### config.mk
export PLATFORM = sky130hd
export DESIGN_NAME = fetch_pc_unit
export DESIGN_NICKNAME = d
export VERILOG_FILES = /design/src/rtl/wisc_pkg.sv /design/src/rtl/branch_cond.sv /design/src/rtl/fetch_pc_unit.sv
export SDC_FILE = /design/constraint.sdc
export NUM_CORES = 1
export LEC_CHECK = 0
export ABC_AREA = 1
export BUFFER_PORTS_ARGS = -buffer_cell sky130_fd_sc_hd__buf_2
export CAP_MARGIN = 25
export CORE_MARGIN = 2
export CORE_UTILIZATION = 40
export CTS_BUF_LIST = sky130_fd_sc_hd__clkbuf_4
export DETAILED_ROUTE_END_ITERATION = 16
export PLACE_DENSITY = 0.68
export SETUP_SLACK_MARGIN = 0.1
export SYNTH_ARGS = -nofsm -noshare
export SYNTH_HDL_FRONTEND = slang
export SYNTH_SLANG_ARGS = --single-unit
### constraint.sdc
create_clock -name clk -period 2.24 [get_ports clk]
set_input_delay 0.224 -clock clk [delete_from_list [all_inputs] [get_ports clk]]
set_output_delay 0.224 -clock clk [all_outputs]
set_load 0.03 [all_outputs]
### src/rtl/wisc_pkg.sv
// Shared definitions for the WISC core: fetch FSM states, opcodes, branch
// condition codes and flag bit positions.
package wisc_pkg;

    typedef enum logic [1:0] {
        FETCH = 2'd0,
        EXEC  = 2'd1,
        HALT  = 2'd2
    } fetch_state_t;

    // Opcodes live in instr[15:12]; the control decoder uses the same table.
    localparam logic [3:0] OP_ADD    = 4'h0;
    localparam logic [3:0] OP_SUB    = 4'h1;
    localparam logic [3:0] OP_XOR    = 4'h2;
    localparam logic [3:0] OP_RED    = 4'h3;
    localparam logic [3:0] OP_SLL    = 4'h4;
    localparam logic [3:0] OP_SRA    = 4'h5;
    localparam logic [3:0] OP_ROR    = 4'h6;
    localparam logic [3:0] OP_PADDSB = 4'h7;
    localparam logic [3:0] OP_LW     = 4'h8;
    localparam logic [3:0] OP_SW     = 4'h9;
    localparam logic [3:0] OP_LLB    = 4'hA;
    localparam logic [3:0] OP_LHB    = 4'hB;
    localparam logic [3:0] OP_B      = 4'hC;
    localparam logic [3:0] OP_BR     = 4'hD;
    localparam logic [3:0] OP_PCS    = 4'hE;
    localparam logic [3:0] OP_HLT    = 4'hF;

    // Branch condition codes, instr[11:9].
    localparam logic [2:0] CC_NE  = 3'b000;
    localparam logic [2:0] CC_EQ  = 3'b001;
    localparam logic [2:0] CC_GT  = 3'b010;
    localparam logic [2:0] CC_LT  = 3'b011;
    localparam logic [2:0] CC_GE  = 3'b100;
    localparam logic [2:0] CC_LE  = 3'b101;
    localparam logic [2:0] CC_OV  = 3'b110;
    localparam logic [2:0] CC_UNC = 3'b111;

    // Flag vector is packed {Z,V,N}.
    localparam int FLAG_Z = 2;
    localparam int FLAG_V = 1;
    localparam int FLAG_N = 0;

    // Word offset of a B instruction turned into a byte offset.
    function automatic logic [15:0] branch_offset(input logic [8:0] imm);
        return {{6{imm[8]}}, imm, 1'b0};
    endfunction

endpackage

### src/rtl/branch_cond.sv
// Combinational branch-condition evaluator: selects the condition named by
// ccc and tests it against the {Z,V,N} flags.
module branch_cond
    import wisc_pkg::*;
(
    input  logic [2:0] ccc,
    input  logic [2:0] flags,
    output logic       cond
);

    logic w_z;
    logic w_v;
    logic w_n;

    assign w_z = flags[FLAG_Z];
    assign w_v = flags[FLAG_V];
    assign w_n = flags[FLAG_N];

    always_comb begin
        // NOTE: default first so every path assigns cond; otherwise a latch is inferred.
        cond = 1'b0;
        case (ccc)
            CC_NE:   cond = !w_z;
            CC_EQ:   cond = w_z;
            CC_GT:   cond = !w_z && !w_n;
            CC_LT:   cond = w_n;
            CC_GE:   cond = w_z || !w_n;
            CC_LE:   cond = w_z || w_n;
            CC_OV:   cond = w_v;
            CC_UNC:  cond = 1'b1;
            default: cond = 1'b0;
        endcase
    end

endmodule

### src/rtl/fetch_pc_unit.sv
// Fetch/PC stage of the WISC core: PC and flag registers, instruction fetch
// handshake, next-PC resolution and HLT handling.
module fetch_pc_unit
    import wisc_pkg::*;
#(
    parameter logic [15:0] RESET_PC = 16'h0000
) (
    input  logic        clk,
    input  logic        rst,
    output logic [15:0] imem_addr,
    output logic        imem_req,
    input  logic [15:0] imem_rdata,
    input  logic        imem_valid,
    output logic [15:0] instr,
    output logic        instr_valid,
    output logic [15:0] pc,
    output logic [15:0] pc_plus2,
    input  logic        branch,
    input  logic        jump_reg,
    input  logic        hlt,
    input  logic [15:0] rs_data,
    input  logic [2:0]  flag_en,
    input  logic [2:0]  flags_in,
    output logic [2:0]  flags,
    output logic        halted
);

    fetch_state_t r_state;
    fetch_state_t w_state_next;

    logic [15:0] r_pc;
    logic [15:0] r_instr;
    logic [2:0]  r_flags;

    logic [15:0] w_pc_plus2;
    logic [15:0] w_branch_target;
    logic [15:0] w_pc_next;
    logic [2:0]  w_flags_next;
    logic        w_cond;
    logic        w_fetch_done;
    logic        w_commit;

    // Both adders wrap modulo 2^16; target bit 0 is deliberately not masked.
    assign w_pc_plus2      = r_pc + 16'd2;
    assign w_branch_target = w_pc_plus2 + branch_offset(r_instr[8:0]);

    branch_cond u_branch_cond (
        .ccc   (r_instr[11:9]),
        .flags (r_flags),
        .cond  (w_cond)
    );

    always_comb begin
        w_pc_next = w_pc_plus2;
        if (hlt) begin
            w_pc_next = r_pc;
        end else if (branch && w_cond) begin
            w_pc_next = jump_reg ? rs_data : w_branch_target;
        end
    end

    // Condition evaluation above reads r_flags, so a coinciding flag write
    // is seen only by the next instruction.
    assign w_flags_next = (r_flags & ~flag_en) | (flags_in & flag_en);

    always_comb begin
        w_state_next = r_state;
        imem_req     = 1'b0;
        instr_valid  = 1'b0;
        w_fetch_done = 1'b0;
        w_commit     = 1'b0;
        case (r_state)
            FETCH: begin
                imem_req = 1'b1;
                if (imem_valid) begin
                    w_fetch_done = 1'b1;
                    w_state_next = EXEC;
                end
            end
            EXEC: begin
                instr_valid  = 1'b1;
                w_commit     = 1'b1;
                w_state_next = hlt ? HALT : FETCH;
            end
            HALT: begin
                w_state_next = HALT;
            end
            default: begin
                w_state_next = FETCH;
            end
        endcase
    end

    always_ff @(posedge clk or posedge rst) begin
        // NOTE: state registers use <= so every flop samples pre-edge values.
        if (rst) begin
            r_state <= FETCH;
        end else begin
            r_state <= w_state_next;
        end
    end

    always_ff @(posedge clk or posedge rst) begin
        if (rst) begin
            r_instr <= 16'h0000;
        end else if (w_fetch_done) begin
            r_instr <= imem_rdata;
        end
    end

    always_ff @(posedge clk or posedge rst) begin
        if (rst) begin
            r_pc    <= RESET_PC;
            r_flags <= 3'b000;
        end else if (w_commit) begin
            r_pc    <= w_pc_next;
            r_flags <= w_flags_next;
        end
    end

    assign imem_addr = r_pc;
    assign pc        = r_pc;
    assign pc_plus2  = w_pc_plus2;
    assign instr     = r_instr;
    assign flags     = r_flags;
    assign halted    = (r_state == HALT);

endmodule

==> results.py <==
metrics = {
    "floorplan": {
        "rows": 32,
        "die_width_um": 92.0,
        "die_area_um2": 8470,
        "fp.dieH_um": 92.0,
        "initial_utilization": 0.407,
        "coreArea_um2": 7610,
        "pin_count": 114,
    },
    "global_routing": {
        "grt_pass1_vias": 3509,
        "grt_use_total": 0.240,
        "grt.overflow.total": 0,
        "grt_pass1_wl_um": 16200,
        "antenna_found_initial": 0,
        "grt_max_degree": 38,
    },
    "power_and_ir_drop": {
        "peakVddDrop_uv": 280,
        "total_power_mw": 1.78,
        "switching_share": 0.346,
        "comb_power_share": 0.325,
        "p_per_area_nw_per_um2": 368,
        "pwr-share-clk": 0.285,
        "switchingPower_mw": 0.617,
        "internal_power_mw": 1.17,
        "sequentialPowerShare": 0.390,
        "p_leak_nw": 2.58,
    },
    "setup_path": {
        "start_kind": "flop",
        "crit_slowest_cell": "dfrtp_2",
        "cp-end-kind": "flop",
        "setup.worst_path.class": "flop to flop",
        "crit_top_cell": "nand2_1",
        "slowest_delay_ps": 430,
        "crit_arrival_ps": 2650,
        "cp_max_fo": 4,
        "crit_required_ps": 2510,
        "crit_chain": "ha_4, nand3_4, nor2_4, nand2_2, nor2_2, xor2_1, inv_2, ha_4, nand2_4, inv_1, nand2_1, nand2_2, a21oi_2, nand2_1, nand3_1, nand3_1, nand2_1, a21oi_2",
    },
    "timing": {
        "drv_slew": 0,
        "fin_crit_ps": 2380,
        "rsz0062_at_grt": "yes",
        "finalSetupTns_ps": -688,
        "setup_viol": 8,
        "period_share": 1.06,
        "hold_viol": 0,
        "whs_ps": 36.9,
        "setup_slack_ps": -144,
        "max_slew_margin": 0.471,
        "worst_pin_slew_ps": 793,
        "skew_ps": 3.80,
        "max_clock_freq_mhz": 419,
    },
    "placed_design": {
        "place_ws_ps": -174,
        "place_area_um2": 4210,
        "dp_cells": 705,
        "place_congestion": 0.937,
        "dpl.hpwl_um": 7440,
        "numPortBuffers": 113,
    },
    "run_status": {
        "violations": "negative setup slack",
        "status": "complete, but fails checks",
    },
    "synthesis": {
        "synth_top_family_by_area": "simple AND/OR/NAND/NOR gates",
        "netlist_area_um2": 3100,
        "synth-compound-area-share": 0.124,
        "synth.avg_cell_area_um2": 6.77,
        "yosysUniqueCellTypes": 34,
        "synth.area.top_cells": "dfrtp_1, nand2_1, ha_1",
        "synth_top_cell_area_share": 0.299,
        "ys_ff_latch": 37,
        "synth.largest_area_cell": "dfrtp_1",
        "synthSimpleGateAreaFrac": 0.322,
        "yosys_warnings": 0,
        "synth_adder_area_share": 0.0791,
        "synth_nets": 521,
        "seq_area_frac_synth": 0.299,
        "syn_inst": 458,
        "synth_xor_area_frac": 0.0367,
        "muxShareOfSynthArea": 0.00727,
    },
    "route": {
        "drc": 0,
        "wl_per_cell_um": 14.2,
        "drtPass1Iterations": 4,
        "dr_total_vias": 3582,
        "dr.first_iter.drc_count": 192,
        "wirelength_um": 10300,
        "final_antenna_net_count": 0,
        "viasPerCell": 4.92,
    },
    "run": {
        "drv_cap": 0,
    },
    "cells_and_area": {
        "drive_gt1_frac": 0.478,
        "multi_input_area_um2": 2270,
        "finalInstanceArea_um2": 4840,
        "num-nets-final": 688,
        "stdcell_count": 728,
        "utilization": 0.637,
        "final_common_cell": "nand2_1",
        "diodes": 0,
        "most-common-layout-cells": "nand2_1, buf_2, buf_4, inv_1, nor2_1",
        "area_growth_pct": 56.2,
        "regArea_um2": 935,
        "n_fill_cell": 670,
    },
    "worst_hold_path": {
        "hp-class": "primary input to flop",
    },
    "clock_tree": {
        "cts.clk_slew.worst_paths_ps": 130,
        "numCtsBuffers": 5,
        "cts_num_sinks": 37,
        "cts_tree": "built",
        "clockRootBuffer": "clkbuf_4",
        "htree_levels": 2,
        "cts.path.max_buffers": 2,
        "clock_latency_ps": 370,
    },
}
[timing repair]
action	4_1_cts	5_1_grt
setup endpoints to repair	13	20
pin swaps	20	20
hold endpoints to repair	37	0
gates resized for setup	58	42
buffers inserted	10	6
hold buffers	1	0
[cells in the mapped netlist]
library cell and instances:
buf_4 18, nand3_1 25, nor2_4 3, o21ai_1 2, a21oi_2 2, mux2_2 2
o21ai_0 20, nor2_1 36, dfrtp_1 37, nand2_2 1, o22ai_1 2, clkbuf_1 6
nand4_1 5, a22oi_1 1, o21a_1 1, o211ai_1 2, nand2_1 147, xnor2_1 3
nand3_2 5, o21ai_2 2, nor2_2 4, a21boi_0 1, xor2_1 10, inv_1 57
or2_2 4, inv_2 4, buf_2 2, fa_1 1, nor3_1 3, a21oi_1 23
ha_1 18, buf_6 1, a21o_1 2, a21boi_1 8
[power groups by stage]
stage | clock network [mW] | logic (mW) | registers, mW
finish | 0.508 | 0.581 | 0.695
global route | 0.542 | 0.626 | 0.698
CTS | 0.521 | 0.533 | 0.696
detailed placement | 0 | 0.480 | 0.708
global placement | 0 | 0.475 | 0.707
floorplan | 0 | 0.271 | 0.740
[routing by layer]
layer  track usage  routed length [µm]  share of wire  up-vias
met1         0.314                4510           0.44     1633
met3        0.0427                 748          0.072       15
met4        0.0697                 170          0.016        0
met5             0                   0              0        -
met2         0.408                4910           0.47      167
li1              -                   -              -     1767
[registers in the layout, indices dropped and copies added, names as in the netlist, named ones only]
signal and cells:
imem_addr 16, instr 16, r_state 2
[cells by family after synthesis]
| group | Yosys count |
|---|---|
| AO/OA/AOI/OAI | 66 |
| XOR/XNOR | 13 |
| adder cells (fa/ha/maj) | 19 |
| buffers and inverters | 88 |
| flip-flops | 37 |
| multiplexers | 2 |
| AND/OR/NAND/NOR | 233 |
[area by class of cell]
type                    count  area share
clock buffers               5     0.00775
clock inverters             3     0.00956
inverters                  61      0.0478
multi-input cells         333       0.469
flip-flops and latches     37       0.193
well taps                 102      0.0264
repair buffers            187       0.247
[critical path, delay by kind of cell (launching register included)]
| kind | cells | cell delay, ps |
|---|---|---|
| buffers and inverters | 2 | 140 |
| and+or+nand+nor | 11 | 980 |
| adders and majority gates | 2 | 400 |
| AOI/OAI and AO/OA | 2 | 170 |
| xor gates and xnor gates | 1 | 170 |
| DFF | 1 | 430 |
[final timing paths]
path                       cells past startpoint  slack (ps)          start            end
max                                           18        -140   imem_addr[2]  imem_addr[15]
max in group asynchronous                      4        1360            rst   imem_addr[9]
min reg2reg                                    2         500      instr[14]      instr[14]
min                                            3          40  imem_rdata[0]       instr[0]
max reg2reg                                   18        -140   imem_addr[2]  imem_addr[15]
min in group asynchronous                      4         510            rst      instr[12]
(Power assumes the default switching activity.)
